`config.mk`:
```
export PLATFORM = sky130hd
export DESIGN_NAME = uart_receiver
export DESIGN_NICKNAME = d
export VERILOG_FILES = /design/src/rtl/uart_receiver.sv
export SDC_FILE = /design/constraint.sdc
export NUM_CORES = 1
export LEC_CHECK = 0
export ABC_AREA = 0
export CELL_PAD_IN_SITES_DETAIL_PLACEMENT = 1
export CELL_PAD_IN_SITES_GLOBAL_PLACEMENT = 1
export CORE_ASPECT_RATIO = 0.9
export CORE_UTILIZATION = 42
export CTS_CLUSTER_DIAMETER = 200
export CTS_CLUSTER_SIZE = 14
export DETAILED_ROUTE_END_ITERATION = 10
export GPL_TIMING_DRIVEN = 0
export PLACE_DENSITY_LB_ADDON = 0.1
export REMOVE_ABC_BUFFERS = 1
export SLEW_MARGIN = 40
export SYNTH_ARGS = -nofsm -noshare
export SYNTH_HDL_FRONTEND = slang
export SYNTH_SLANG_ARGS = --single-unit
```
`constraint.sdc`:
```
create_clock -name clk -period 2.6 [get_ports clk]
set_clock_uncertainty 0.2 [all_clocks]
set_input_delay 0.39 -clock clk [delete_from_list [all_inputs] [get_ports clk]]
set_output_delay 0.39 -clock clk [all_outputs]
set_load 0.01 [all_outputs]
```
`src/rtl/uart_receiver.sv`:
```
// uart_receiver: 16x-oversampled UART receive engine.
// Recovers 5-8 data bits, optional parity and 1-2 stop bits from rx, and
// presents the byte with data-ready, parity, framing and overrun status.
module uart_receiver #(
   parameter int OVS = 16
) (
   input  logic       clk,
   input  logic       reset,
   input  logic       bclk,
   input  logic       rx,
   input  logic [7:0] LCR,
   input  logic       rd,
   output logic [7:0] dout,
   output logic       rx_done,
   output logic       dr,
   output logic       pe,
   output logic       fe,
   output logic       oe
);

   localparam int            CW   = $clog2(OVS);
   localparam logic [CW-1:0] MID  = CW'(OVS / 2 - 1);
   localparam logic [CW-1:0] LAST = CW'(OVS - 1);

   typedef enum logic [2:0] {
      S_IDLE,
      S_START,
      S_DATA,
      S_PARITY,
      S_STOP,
      S_BRK_WAIT
   } state_t;

   // Line-control bits 7:5 carry no receive function.
   logic unused_lcr;
   assign unused_lcr = ^LCR[7:5];

   logic          rx_meta_q, rx_sync_q;
   state_t        state_q, state_d;
   logic [CW-1:0] tick_q, tick_d;
   logic [2:0]    bit_q, bit_d;
   logic [4:0]    lcr_q, lcr_d;
   logic [7:0]    data_q, data_d;
   logic          par_q, par_d;
   logic          fe_acc_q, fe_acc_d;
   logic [7:0]    dout_q, dout_d;
   logic          rx_done_q, rx_done_d;
   logic          dr_q, dr_d;
   logic          pe_q, pe_d;
   logic          fe_q, fe_d;
   logic          oe_q, oe_d;

   logic          frame_done;
   logic          frame_pe;
   logic          frame_fe;
   logic          stop_fe;

   // Two-flop synchronizer for the asynchronous serial line (idles high).
   always_ff @(posedge clk or negedge reset) begin
      if (!reset) begin
         rx_meta_q <= 1'b1;
         rx_sync_q <= 1'b1;
      end else begin
         // NOTE: non-blocking assignments keep every flop sampling the pre-edge values.
         rx_meta_q <= rx;
         rx_sync_q <= rx_meta_q;
      end
   end

   // Frame FSM next-state logic: tick counting, bit sampling and frame results.
   always_comb begin
      // NOTE: every output gets a default first so no path can infer a latch.
      state_d    = state_q;
      tick_d     = tick_q;
      bit_d      = bit_q;
      lcr_d      = lcr_q;
      data_d     = data_q;
      par_d      = par_q;
      fe_acc_d   = fe_acc_q;
      frame_done = 1'b0;
      frame_pe   = 1'b0;
      frame_fe   = 1'b0;
      stop_fe    = fe_acc_q | ~rx_sync_q;

      case (state_q)
         S_IDLE: begin
            if (!rx_sync_q) begin
               tick_d   = '0;
               bit_d    = '0;
               lcr_d    = LCR[4:0];
               data_d   = '0;
               par_d    = 1'b0;
               fe_acc_d = 1'b0;
               state_d  = S_START;
            end
         end

         S_START: begin
            if (bclk) begin
               if (tick_q == MID) begin
                  if (rx_sync_q) begin
                     state_d = S_IDLE;
                  end else begin
                     tick_d  = '0;
                     state_d = S_DATA;
                  end
               end else begin
                  tick_d = tick_q + CW'(1);
               end
            end
         end

         S_DATA: begin
            if (bclk) begin
               if (tick_q == LAST) begin
                  tick_d         = '0;
                  data_d[bit_q]  = rx_sync_q;
                  par_d          = par_q ^ rx_sync_q;
                  // Last data bit index is DBIT-1 = 4 + LCR[1:0].
                  if (bit_q == {1'b1, lcr_q[1:0]}) begin
                     bit_d   = '0;
                     state_d = lcr_q[3] ? S_PARITY : S_STOP;
                  end else begin
                     bit_d = bit_q + 3'd1;
                  end
               end else begin
                  tick_d = tick_q + CW'(1);
               end
            end
         end

         S_PARITY: begin
            if (bclk) begin
               if (tick_q == LAST) begin
                  tick_d  = '0;
                  par_d   = par_q ^ rx_sync_q;
                  state_d = S_STOP;
               end else begin
                  tick_d = tick_q + CW'(1);
               end
            end
         end

         S_STOP: begin
            if (bclk) begin
               if (tick_q == LAST) begin
                  tick_d   = '0;
                  fe_acc_d = stop_fe;
                  if (lcr_q[2] && (bit_q == 3'd0)) begin
                     bit_d = 3'd1;
                  end else begin
                     bit_d      = '0;
                     frame_done = 1'b1;
                     frame_fe   = stop_fe;
                     // par_q now holds XOR of data and parity bits.
                     frame_pe   = lcr_q[3] & (lcr_q[4] ? par_q : ~par_q);
                     state_d    = stop_fe ? S_BRK_WAIT : S_IDLE;
                  end
               end else begin
                  tick_d = tick_q + CW'(1);
               end
            end
         end

         S_BRK_WAIT: begin
            if (bclk && rx_sync_q) begin
               state_d = S_IDLE;
            end
         end

         default: begin
            state_d = S_IDLE;
         end
      endcase
   end

   // Frame FSM state and datapath registers.
   always_ff @(posedge clk or negedge reset) begin
      if (!reset) begin
         state_q  <= S_IDLE;
         tick_q   <= '0;
         bit_q    <= '0;
         lcr_q    <= '0;
         data_q   <= '0;
         par_q    <= 1'b0;
         fe_acc_q <= 1'b0;
      end else begin
         state_q  <= state_d;
         tick_q   <= tick_d;
         bit_q    <= bit_d;
         lcr_q    <= lcr_d;
         data_q   <= data_d;
         par_q    <= par_d;
         fe_acc_q <= fe_acc_d;
      end
   end

   // Host-visible status: frame completion has priority over a coincident read.
   always_comb begin
      dout_d    = frame_done ? data_q : dout_q;
      rx_done_d = frame_done;
      dr_d      = frame_done | (dr_q & ~rd);
      pe_d      = frame_done ? frame_pe : (pe_q & ~rd);
      fe_d      = frame_done ? frame_fe : (fe_q & ~rd);
      oe_d      = ~rd & (oe_q | (frame_done & dr_q));
   end

   // Host-visible status registers.
   always_ff @(posedge clk or negedge reset) begin
      if (!reset) begin
         dout_q    <= '0;
         rx_done_q <= 1'b0;
         dr_q      <= 1'b0;
         pe_q      <= 1'b0;
         fe_q      <= 1'b0;
         oe_q      <= 1'b0;
      end else begin
         dout_q    <= dout_d;
         rx_done_q <= rx_done_d;
         dr_q      <= dr_d;
         pe_q      <= pe_d;
         fe_q      <= fe_d;
         oe_q      <= oe_d;
      end
   end

   assign dout    = dout_q;
   assign rx_done = rx_done_q;
   assign dr      = dr_q;
   assign pe      = pe_q;
   assign fe      = fe_q;
   assign oe      = oe_q;

endmodule

```
### After elaboration in Yosys (flattened, before gate mapping)

Index checks and enable logic that the tools add are counted.

* memory bits (read-only): 0
* bits in writable memories: 0
* output and inout port bits: 13
* latch bits: 0
* logic and storage cells: 133
* register bits: 40
* input bits: 13
* memories kept: 0

* equal/unequal tests: 23
* shift operators: 0
* bitwise gates (word level): 13
* multipliers: 0
* multiplexer cells: 59
* div/mod/pow operators: 0
* $lt $le $gt $ge: 2
* $add $sub $neg: 2
* reduce and logical (&&, ||, !) cells: 19

Operator list (number)
* 2-to-1 mux 3 bit: 20
* 2-to-1 mux 8 bit: 3
* != test 2 bit, second input constant: 12
* 2-to-1 mux 1 bit: 22
* 2-to-1 mux 4 bit: 5
* one-hot mux 3 bit (6 select lines): 1
* one-hot mux 8 bit (2 select lines): 1
* one-hot mux 4 bit (3 select lines): 1
* AND reduction 12 bit: 1
* AND reduction 4 bit: 3
* one-hot mux 3 bit (3 select lines): 1
* bitwise mux 8 bit: 1
* AND 1 bit: 6
* == test 3 x 2 -> 1 bit, second input constant: 2
* == test 3 bit, second input constant: 2
* logical NOT 3 bit: 2
* != test 2 x 1 -> 1 bit, second input constant: 3
* AND reduction 6 bit: 1
* nonzero test 2 bit: 3
* nonzero test 3 bit: 2
* adder 4 x 1 -> 4 bit, second input constant: 1
* == test 4 x 3 -> 1 bit, second input constant: 1
* == test 4 bit, second input constant: 1
* less-than comparator 3 x 4 -> 1 bit, second input constant: 1
* other kinds (15): 22

### Depth between registers and ports, before layout

Gate-level depths: netlist (run 1).

* depth in word-level cells: 9
* gate-level depth with buffers: 8
* depth with buffers taken out: 7

### Least setup slack after synthesis (run 1)

No wires, ideal clock.

* path type: reg2reg
* from: reg bit_q[0]
* to: reg state_q[2]
* path buffers: 1
* stages on the path, launching flop included: 9
* data required time: 2.276 ns
* data arrival time: 1.725 ns
* clock period less this slack: 2.049 ns
* setup slack: 0.551 ns
* library setup time: 0.124 ns
* cell sequence: dfrtp_1 -> clkbuf_1 -> inv_1 -> ha_1 -> nand3b_1 -> a21oi_2 -> nor4_4 -> o21a_1 -> a21oi_1

* longest elaborated chain between the ends: 4
* elaborated cells between the ends (all ways): 6
* those cells by class: eq/ne: 3; reduce/logical: 3

RTL lines
* from (decl): RTL line 41 `logic [2:0] bit_q, bit_d;`
* from (signal assigned): RTL line 190 `bit_q <= bit_d;`
* logical NOT 3 bit: RTL line 149 `if (lcr_q[2] && (bit_q == 3'd0)) begin`
* logical AND 1 bit: RTL line 149
* != test 2 bit (no line)
* AND reduction 12 bit (no line) (*)
* to (signal assigned): RTL line 188 `state_q <= state_d;`
* to (decl): RTL line 39 `state_t state_q, state_d;`

Mark *: on every way between the ends. The rest lies on a longest branch, timed or not.
A chain may end at the register's enable or synchronous reset.

### Worst setup path in the final report (run 1)

* from: in bclk
* to: reg data_q[4]

* longest elaborated chain between the ends: 2

RTL lines
* from (decl): RTL line 9 `input logic bclk,`
* != test 2 bit (no line)
* AND reduction 4 bit (no line)
* to (signal assigned): RTL line 192 `data_q <= data_d;`
* to (decl): RTL line 43 `logic [7:0] data_q, data_d;`

Every way passes these cells.

==> results of run 1 <==
==> layer usage <==
metal	track usage, %	vias to the layer above
met5	0	-
met4	7.128	0
met3	3.791	7
met2	31.66	38
met1	28.11	803
li1	-	842
==> cell type report <==
cell class                      count  area (um2)
Fill cell                         575        2387
Multi-Input combinational cell    166        1032
Sequential cell                    40        1003
Timing Repair Buffer               23       227.7
Clock buffer                        6       82.58
Tap cell                           65       81.33
Inverter                           11       41.29
Clock inverter                      2       38.79
==> where the power goes <==
| group | leakage [nW] | internal, W | total [W] | switching (W) |
|---|---|---|---|---|
| sequential | 0.533 | 0.000714 | 0.000927 | 0.000213 |
| combinational | 0.491 | 0.000332 | 0.000729 | 0.000398 |
| clock | 0.0614 | 0.000314 | 0.000543 | 0.000229 |
==> cells in the final DEF (no fill, tap or decap), types with 4 or more instances in the layout <==
cell                              netlist  routed
sky130_fd_sc_hd__nand2_1               36      36
sky130_fd_sc_hd__a31oi_1                4       4
sky130_fd_sc_hd__nand3_1                5       4
sky130_fd_sc_hd__dfrtp_1               38      38
sky130_fd_sc_hd__o21ai_0               14      14
sky130_fd_sc_hd__mux2_2                 5       5
sky130_fd_sc_hd__inv_1                 10      10
sky130_fd_sc_hd__a21oi_1               12      12
sky130_fd_sc_hd__o21ai_1                8       8
sky130_fd_sc_hd__nor3_1                 5       5
sky130_fd_sc_hd__clkbuf_8               0       6
sky130_fd_sc_hd__nor2_1                21      21
sky130_fd_sc_hd__clkdlybuf4s50_1        0      21
==> critical path, delay by kind of cell <==
family,cells,cell delay [ps]
AOI/OAI and AO/OA,3,340
buffers and inverters,1,720
and+or+nand+nor,2,850
==> through the flow <==
stage	setup TNS, ps	util (%)
floorplan	0	-
CTS	0	51.12
finish	0	51.23
global placement	-5228	48.49
global route	0	51.23
detailed placement	-2550	48.44
==> state kept, by name, summed over array words and instances, names as in the netlist <==
signal / cells
pe: 1
dr: 1
data_q: 8
fe: 1
rx_sync_q: 1
fe_acc_q: 1
state_q: 3
lcr_q: 5
par_q: 1
dout: 8
oe: 1
bit_q: 3
tick_q: 4
rx_done: 1
rx_meta_q: 1
==> worst max-delay path by stage <==
stage,from,end,depth (start not counted)
floorplan,state_q[1],bit_q[2],5
global placement,bclk,oe,6
detailed placement,bclk,oe,6
CTS,bclk,oe,6
global route,state_q[1],state_q[0],5
finish,bclk,data_q[4],6
==> logic make-up after synthesis <==
kind of cell	count (synthesis)	synth area share, %
muxes	6	3.079
DFF	40	46.60
xor gates and xnor gates	4	1.627
and+or+nand+nor	90	22.08
AOI/OAI and AO/OA	63	19.18
adders and majority gates	3	1.743
buffers and inverters	25	5.694
==> repair_timing <==
| item | in CTS | in global routing |
|---|---|---|
| resized for setup | 0 | 1 |
| hold buffers | 1 | 0 |
| endpoints found under the setup margin | 0 | 10 |
| endpoints found under the hold margin | 38 | 0 |
| setup buffers | 0 | 0 |
==> results list, run 1 <==
- The run finished with clean final reports.
- Maximum number of pins on one net before global-route repair: 41
- Dividing the detail-routed via count by the number of cells gives 5.399.
- Horizontal die dimension: 77.48 um
- Maxcap violations: 0
- Wire segments on met2 add up to about 2.2 mm in the final route.
* Last weighted congestion value of the routability-driven placer: 0.7966
* Relative slew slack: 50.25%
- At the later pin of the worst-skew pair, clock insertion delay measures 300 ps.
* Sequential share of the synthesized area: 46.60%
- Share of layout cells above drive strength 1: 12.90%
- Summing every instance area after synthesis gives 2153 um2.
- Data arrival time of the critical path: about 2300 ps
* Final hold violation count: 0
- Post-detail-place hpwl: between 3 and 4 mm
* Pre-antenna DRT Iters: 4
- Cells on worst reg2reg path: 5
- The initial utilization of the core area, before any placement, comes to between 40 and 50%.
- The tree built by TritonCTS fans out to 40 sinks.
- First-pass GRT wire length: 8.535 mm
* Tmin final: 2336 ps
* Maximum clock path buffer count: 2
* DP Cell Count: 304
- Total power density per cell area: 877.0 nW/um2
- Post-DRT Antenna Nets: 0
* Post-Route M1 WL: between 2 and 2.5 mm
- In the final routed layout, each cell accounts on average for ~15 um.
- Global routing finished with a remaining overflow of 0.
* Height of the die: 69.93 um
- The via count of the first global-routing pass is 1765.
* Cell types with the highest counts after synthesis: sky130_fd_sc_hd__dfrtp_1, sky130_fd_sc_hd__nand2_1, sky130_fd_sc_hd__nor2_1
- Ordered cell list for the critical path: clkdlybuf4s50_1 -> and4_1 -> a21oi_2 -> or3_4 -> o21ai_1 -> o31ai_1
- Final Non-Filler Cells: about 310
- The worst hold path begins at rx_meta_q.
- Final-layout worst hold slack: about 160 ps
- Of all nets on the critical path, the largest fanout is 11.
* H-tree levels: 2
- Post-route total power: 0.002199 W
* R2R Setup Slk: 300 ps
- The worst path meets setup with about 260 ps of slack.
- Post-synthesis instance total: ~230
* Mean instance size in the synthesized netlist: ~9.3 um2
- The floorplan step defined a die boundary enclosing 5418 um2.
- The synthesized design spends more area on one cell type than any other, namely sky130_fd_sc_hd__dfrtp_1.
* Clock tree from TritonCTS: built
* FF+latch count, synth: 40
- For the pin with the worst max-slew slack, the measured transition is 746.3 ps.
* Maximum vdd drop: 0.4644 mV
- Final WL: 4.799 mm
- Setup repair after global routing missed its margin: no
* Pins over their slew limit: 0
- The net count of the finished layout is 263.
- The root buffer cell chosen for the clock tree is sky130_fd_sc_hd__clkbuf_8.
- Most numerous cell in the Yosys netlist: sky130_fd_sc_hd__dfrtp_1
- Number of antenna repair diodes: 0
- Counting instances, the worst hold path has a depth of 0.
- Main area contributors after synthesis: sky130_fd_sc_hd__dfrtp_1, sky130_fd_sc_hd__nand2_1, sky130_fd_sc_hd__nor2_1, sky130_fd_sc_hd__o21ai_0, sky130_fd_sc_hd__a21oi_1
- P_leak: 1.085 nW
- Synth top area share: 44.16%
- Clock-pin slew was measured on the worst setup and hold paths at ~80 ps.
- Inserted Clock Buffers: 5
* Commonest register cell after synthesis: sky130_fd_sc_hd__dfrtp_1
- Max stage delay on crit path: roughly 700 ps
- The routed design uses ~150 um of met3 wire.
* Cell Rows: 24
- IO buf count: 22
- Distinct cells, synth: 51
* Area grow syn2layout: 16.44%
- FMAX: between 400 and 500 MHz
- Crit Reg-Reg Endpoint: state_q[0]
- STA classifies the critical path endpoint as a register.
- Dpl cell area: 2371 um2
- The worst register-to-register path begins at state_q[1].
- Type of the worst setup path: in2reg
- CORE AREA: about 4900 um2
- Total number of vias: 1690
* Async set or reset register ratio after synthesis: 100.0%
* Slowest cell on crit path: sky130_fd_sc_hd__clkdlybuf4s50_1
* Final period util: 89.86%
- The worst setup path is launched from an input port.
- In this run, synthesis inferred 0 flip-flops with an integrated enable.
- The number of antenna violations at the first check in global routing was 0.
- Yosys warning count: 0
- DRC violations left: 0
* Uppermost routed layer: met4
* Placement Setup Slack: -271.9 ps
- Setup violation total in the final timing report: 0
* Endpoint of the worst hold path: rx_sync_q
- GR Util All Layers: 20.25%
- Once layout is done, the placed cells without fillers occupy 2507 um2.
- Detailed Route Iter0 Violations: 75
* Tightest Hold Check Type: reg2reg
- During I/O placement, the number of pins put on the boundary was 26.
- Critical Path RT: 2570 ps
Power figures use the tool's default switching activity.
==> run 2, diff against run 1 <==
--- a/config.mk
+++ b/config.mk
@@ -9,6 +9,7 @@
 export CELL_PAD_IN_SITES_DETAIL_PLACEMENT = 1
 export CELL_PAD_IN_SITES_GLOBAL_PLACEMENT = 1
 export CORE_ASPECT_RATIO = 0.9
+export CORE_MARGIN = 3
 export CORE_UTILIZATION = 42
 export CTS_CLUSTER_DIAMETER = 200
 export CTS_CLUSTER_SIZE = 14
==> run 2 against run 1 <==
Final cell count is the same. Die area grew 11%. Global-route usage shrank 2.1 points. Non-clock buffer count is the same. Combinational power is essentially flat. Critical path type unchanged. First-iteration DRC count shrank 15%. Setup slack lost 62 ps. Sequential share of layout area is the same. Via count grew 0.24%. Critical path depth is the same. Sequential power shrank 0.5%. Register-to-register slack is essentially flat.
==> results list, run 2 (same netlist as run 1, synthesis figures left out) <==
- Slew of the pin with the lowest slew margin: 706.0 ps (-40.30 ps)
- The number of antenna violations at the first check in global routing is 0 (unchanged).
- Setup repair after global routing left no endpoint under its margin.
- Leaving out fill and tap cells, the most frequent cell in the layout is sky130_fd_sc_hd__dfrtp_1.
* Total power density per cell area: 880.5 nW/um2 (+0.39%)
- Tmin final: 2398 ps (+61.64 ps)
- Maximum fanout along the worst path: 14 (+3)
- Height of the die: 73.93 um (+5.7%)
- The maximum clock frequency is 417.0 MHz (-2.6%).
- Relative slew slack: 52.94% (+2.7 points)
- Clock transition at the registers of the reported paths: 90 ps (about the same)
- The via count of the first global-routing pass came to 1675 (-5.1%).
* Fill cell total of the finished layout: 555 (-3.5%)
* Total congestion overflow: 0 (unchanged)
- The number of buffers on the longest clock path came to 2 (unchanged).
* Total number of vias: 1694 (+0.24%)
* Layout Utilization: 51.23% (unchanged)
* Clock tree from TritonCTS: built
- STA classifies the critical path startpoint as an input port.
- Final hold violation count: 0 (unchanged)
- Critical Path RT: 2630 ps (+60 ps)
* Cell Rows: 24 (unchanged)
- The post-route worst setup slack was 201.9 ps (-61.64 ps).
* IO buf count: 22 (unchanged)
- The core area is 4895 um2 (unchanged).
- Setup violation total in the final timing report: 0 (unchanged)
* H-tree levels: 2 (unchanged)
* Multi-input gate area in the final layout: 1032 um2 (unchanged)
* Crit. End Element: register
* Area grow syn2layout: 16.44% (unchanged)
- Type of the worst setup path: in2reg
- Leading cell types in the layout, fill and taps excluded: sky130_fd_sc_hd__dfrtp_1, sky130_fd_sc_hd__nand2_1, sky130_fd_sc_hd__nor2_1, sky130_fd_sc_hd__clkdlybuf4s50_1, sky130_fd_sc_hd__o21ai_0
- The area taken by flip-flops and latches was 1003 um2 (unchanged).
- GR Util All Layers: 18.19% (-2.1 points)
- The vias per cell came to 5.412 (+0.24%).
- The total die area came to 6023 um2 (+11%).
* Clock Sink Count: 40 (unchanged)
- P_leak: 1.085 nW (unchanged)
* Tightest Hold Check Type: reg2reg
- DRC violations left: 0 (unchanged)
- The number of iterations in the first detailed-routing pass was 4 (unchanged).
- The number of nets at the end of the flow came to 263 (unchanged).
- The final weighted congestion in routability-driven placement came to 0.8310 (+4.3%).
- The sum of net half-perimeters after detailed placement is 3.456 mm (+2.2%).
* Result of the run: finished, final reports clean
- The global-route wire length before repair was 8.335 mm (-2.3%).
* Detailed Route Iter0 Violations: 64 (-15%)
- Inserted Clock Buffers: 5 (unchanged)
* Clock root cell: sky130_fd_sc_hd__clkbuf_8
- Maxcap violations: 0 (unchanged)
- The clock latency on the worst-skew pair is 300 ps (about the same).
* Maximum number of pins on one net before global-route repair: 41 (unchanged)
* Placement Setup Slack: -316.6 ps (-44.66 ps)
- Maximum vdd drop: 0.4411 mV (-5.0%)
- Mean routed wirelength per cell: 15.93 um (+3.9%)
- The number of nets with antenna violations after detailed routing came to 0 (unchanged).
* Effective utilization at floorplan: 43.99% (unchanged)
- Number of antenna repair diodes: 0 (unchanged)
- The critical path data arrival time came to 2430 ps (+120 ps).
- The horizontal die dimension came to 81.48 um (+5.2%).
- Pins over their slew limit: 0 (unchanged)
- The total wire length came to 4.985 mm (+3.9%).
- The share of post-route cells with drive strength above 1 is 12.90% (unchanged).
- The number of ports placed on the die boundary is 26 (unchanged).
* Final-layout worst hold slack: 162.3 ps (+5.004 ps)
- Final period util: 92.23% (+2.4 points)
## run 2: cell counts in the layout (fill, tap and decap cells not counted)
Identical to the previous run, type by type.
## run 2: final timing paths
check,startpoint,endpoint,slack (ps),cells past startpoint
worst max-delay path,bclk,oe,200,6
worst max register to register,state_q[2],oe,290,5
worst min-delay path,rx_meta_q,rx_sync_q,160,0
worst min register to register,rx_meta_q,rx_sync_q,160,0
max in group asynchronous,reset,rx_sync_q,1420,2
min in group asynchronous,reset,pe,410,2
## run 2: worst max-delay path, cell delays in order
cell and delay, ps:
sky130_fd_sc_hd__clkdlybuf4s50_1 710, sky130_fd_sc_hd__and4_1 490, sky130_fd_sc_hd__nand3_2 360, sky130_fd_sc_hd__inv_2 270, sky130_fd_sc_hd__a21oi_1 100, sky130_fd_sc_hd__nor2_1 100
## run 2: layer usage
metal,global-route usage [%],part of all wire (%)
met5,0,0
met4,6.004,1.0
met3,3.995,3.5
met2,28.12,44
met1,25.44,51
## run 2: timing repair
item	in CTS	in global routing
resized for setup	1	0
endpoints found under the hold margin	38	0
setup endpoints to repair	1	0
hold buffers	1	0
buffers inserted	0	0
## run 2: cell type report
class / instances / area share (%)
well taps: 65 / 3.244
inverters: 11 / 1.647
flip-flops and latches: 40 / 40.02
clock inverters: 2 / 1.547
repair buffers: 23 / 9.082
clock buffers: 6 / 3.293
multi-input cells: 166 / 41.17
## run 2: through the flow
stage / std cells / setup TNS, ps / total power, W / cell area (um2)
after floorplan: 217 / 0 / 0.001451 / 2072
after global placement: 304 / -5274 / 0.001637 / 2374
after detailed placement: 304 / -2926 / 0.001664 / 2371
after CTS: 313 / 0 / 0.002232 / 2507
after global routing: 313 / 0 / 0.002367 / 2507
final: 313 / 0 / 0.002208 / 2507
## run 2: power breakdown
group | leakage, nW | internal (W) | switching, W
logic | 0.491 | 0.000332 | 0.000399
registers | 0.533 | 0.000714 | 0.000208
clock network | 0.0614 | 0.000314 | 0.000241
==> run 3, diff against run 2 <==
--- a/config.mk
+++ b/config.mk
@@ -8,7 +8,6 @@
 export ABC_AREA = 0
 export CELL_PAD_IN_SITES_DETAIL_PLACEMENT = 1
 export CELL_PAD_IN_SITES_GLOBAL_PLACEMENT = 1
-export CORE_ASPECT_RATIO = 0.9
 export CORE_MARGIN = 3
 export CORE_UTILIZATION = 42
 export CTS_CLUSTER_DIAMETER = 200
==> run 3 against run 2 <==
Clock power is 0.7% higher. Critical endpoint is now data_q[4]. Combinational power is 0.8% higher. Design area is 0.35% higher. Worst hold slack worse by 2.7 ps. Via count is 0.41% higher.
==> results list, run 3 (same netlist as run 1, synthesis figures left out) <==
- In the layout the commonest cells are sky130_fd_sc_hd__dfrtp_1, sky130_fd_sc_hd__nand2_1, sky130_fd_sc_hd__nor2_1, sky130_fd_sc_hd__clkdlybuf4s50_1, sky130_fd_sc_hd__o21ai_0.
- The endpoint identified for the worst register-to-register timing path is state_q[0].
- The number of iterations in the first detailed-routing pass came to 4 (unchanged).
* Tmin final: 2326 ps (-71.73 ps)
- Detailed Route Iter0 Violations: 98 (+53%)
- The number of nets at the end of the flow came to 263 (unchanged).
- Last weighted congestion value of the routability-driven placer: 0.7730 (-7.0%)
- The number of nets with antenna violations after detailed routing is 0 (unchanged).
- In this run the clock root is driven by a sky130_fd_sc_hd__clkbuf_8.
* Final-layout worst hold slack: 159.6 ps (-2.692 ps)
- GR Util All Layers: 17.09% (-1.1 points)
* Worst Min Path Start: rx_meta_q
* Hold path depth: 0 (unchanged)
* Part of the power in registers: 41.6% (-0.2 points)
- Max stage delay on crit path: 710 ps (about the same)
- Final hold violation count: 0 (unchanged)
- Result of the run: finished, final reports clean
* Ordered cell list for the critical path: clkdlybuf4s50_1 -> and4_1 -> a21oi_2 -> or3_4 -> o21ai_1 -> o31ai_1
* Proportion of power drawn by the clock network: 25.2% (about the same)
- Maximum clock path buffer count: 2 (unchanged)
* Clock transition at the registers of the reported paths: 80 ps (about the same)
* Crit. End Element: register
- The floorplan row count came to 25 (+4.2%).
- Dpl cell area: 2374 um2 (+0.11%)
* Switching component of the power: 0.0008301 W (-2.0%)
- Endpoint of the worst hold path: rx_sync_q
- The core occupancy in the finished layout came to 51.90% (+0.67 points).
* DR vias/cell: 5.400 (-0.22%)
* DRC violations left: 0 (unchanged)
- Critical Path RT: 2560 ps (-70 ps)
* Number of antenna repair diodes: 0 (unchanged)
* Setup repair after global routing missed its margin: no
- Share of layout cells above drive strength 1: 13.31% (+0.40 points)
- Pins over their slew limit: 0 (unchanged)
- The final global-route overflow total came to 0 (unchanged).
- The via count of the first global-routing pass was 1696 (+1.3%).
* Post-detail-place hpwl: 3.336 mm (-3.5%)
- The global-route wire length before repair came to 8.280 mm (-0.66%).
- Final WL: 4.671 mm (-6.3%)
- Top-level port count: 26 (unchanged)
* Cell Int Power: 0.001388 W (+2.0%)
- Maximum fanout along the worst path: 11 (-3)
- The final number of setup-violating endpoints was 0 (unchanged).
* Clock Sink Count: 40 (unchanged)
- Switching share of power: 37.43% (-0.94 points)
- The maximum clock frequency is 429.9 MHz (+3.1%).
- Critical path launch point: bclk
* Total power density per cell area: 881.5 nW/um2 (+0.11%)
- Data arrival time of the critical path: 2290 ps (-140 ps)
* Tightest Hold Check Type: reg2reg
- Relative slew slack: 56.70% (+3.8 points)
- The total number of vias is 1701 (+0.41%).
* Antenna violations before repair: 0 (unchanged)
- The total of max-cap violations is 0 (unchanged).
* Slowest cell on crit path: sky130_fd_sc_hd__clkdlybuf4s50_1
- The die height was 77.60 um (+5.0%).
- The clock latency on the worst-skew pair is 290 ps (about the same).
* Fill cell total of the finished layout: 567 (+2.2%)
- Kind of start point of the critical path: input port
* Layout Cell Area excl Fill: 2516 um2 (+0.35%)
- CORE AREA: 4848 um2 (-0.95%)
- Clock tree from TritonCTS: built
* P_leak: 1.087 nW (+0.19%)
- Inserted Clock Buffers: 5 (unchanged)
- Power share of the combinational group: 33.2% (about the same)
- H-tree levels: 2 (unchanged)
* Final period util: 89.47% (-2.8 points)
- The largest net degree at the start of global routing is 41 (unchanged).
- The transition at the pin with the smallest max-transition slack is 649.5 ps (-56.43 ps).
- The horizontal die dimension came to 77.60 um (-4.8%).
- Area grow syn2layout: 16.85%
* Type of the worst setup path: in2reg
- Most common cell after layout, fill and taps aside: sky130_fd_sc_hd__dfrtp_1
* IO buf count: 22 (unchanged)
- Setup Buffers After CTS: 0 (unchanged)
* R2R Setup Slk: 330 ps (+40 ps)
- The starting density of the core is 44.41% (+0.42 points).
- Die area: 6022 um2 (about the same)
- The startpoint identified for the worst register-to-register timing path is bit_q[0].
- Cells on worst reg2reg path: 7 (+2)
* Maximum vdd drop: 0.6017 mV (+36%)
- Mean routed wirelength per cell: 14.83 um (-6.9%)
-- run 3: how the worst max path moves through the flow --
stage / end / slack [ps] / depth (start not counted)
after floorplan: bit_q[2] / 660 / 5
after CTS: oe / 70 / 6
after global placement: oe / -260 / 6
final: data_q[4] / 270 / 6
after global routing: state_q[1] / 110 / 7
after detailed placement: oe / -260 / 6
-- run 3: cell type report --
| class | instances | area (um2) | area share, % |
|---|---|---|---|
| Multi-Input combinational cell | 166 | 1032 | 41.02 |
| Sequential cell | 40 | 1005 | 39.93 |
| Tap cell | 67 | 83.83 | 3.332 |
| Timing Repair Buffer | 23 | 227.7 | 9.050 |
| Inverter | 11 | 41.29 | 1.641 |
| Clock inverter | 1 | 30.03 | 1.193 |
| Clock buffer | 7 | 96.34 | 3.829 |
-- run 3: worst max-delay path, delay by kind of cell --
kind / cells / cell delay, ps
and+or+nand+nor: 2 / 820
buffers and inverters: 1 / 710
AOI/OAI and AO/OA: 3 / 370
-- run 3: layer usage --
metal  GRT usage (%)  up-vias  share of wire, %  wire length, um
met5               0        -                 0                0
met4           5.338        0               1.4               64
met3           3.828        6               3.0              141
met2           28.85       26                48             2265
met1           21.66      831                47             2200
li1                -      838                 -                -
-- run 3: stage by stage --
stage | setup slack, ps | total power [W] | TNS [ps] | cells
CTS | 73.73 | 0.002232 | 0 | 315
global route | 114.2 | 0.002398 | 0 | 315
finish | 273.7 | 0.002218 | 0 | 315
detailed placement | -260.0 | 0.001666 | -2259 | 306
global placement | -256.8 | 0.001645 | -6191 | 306
floorplan | 657.1 | 0.001451 | 0 | 217
-- run 3: repair_timing --
action,CTS,global route
gates resized for setup,0,2
hold buffers,1,0
hold endpoints to repair,38,0
endpoints found under the setup margin,0,9
-- run 3: power by group through the flow --
stage,Combinational (W),Clock [W],Sequential (W)
final,0.000737,0.000559,0.000922
after global routing,0.000841,0.000609,0.000948
after CTS,0.000742,0.000571,0.000919
after detailed placement,0.000736,0,0.000930
after global placement,0.000716,0,0.000930
after floorplan,0.000576,0,0.000874
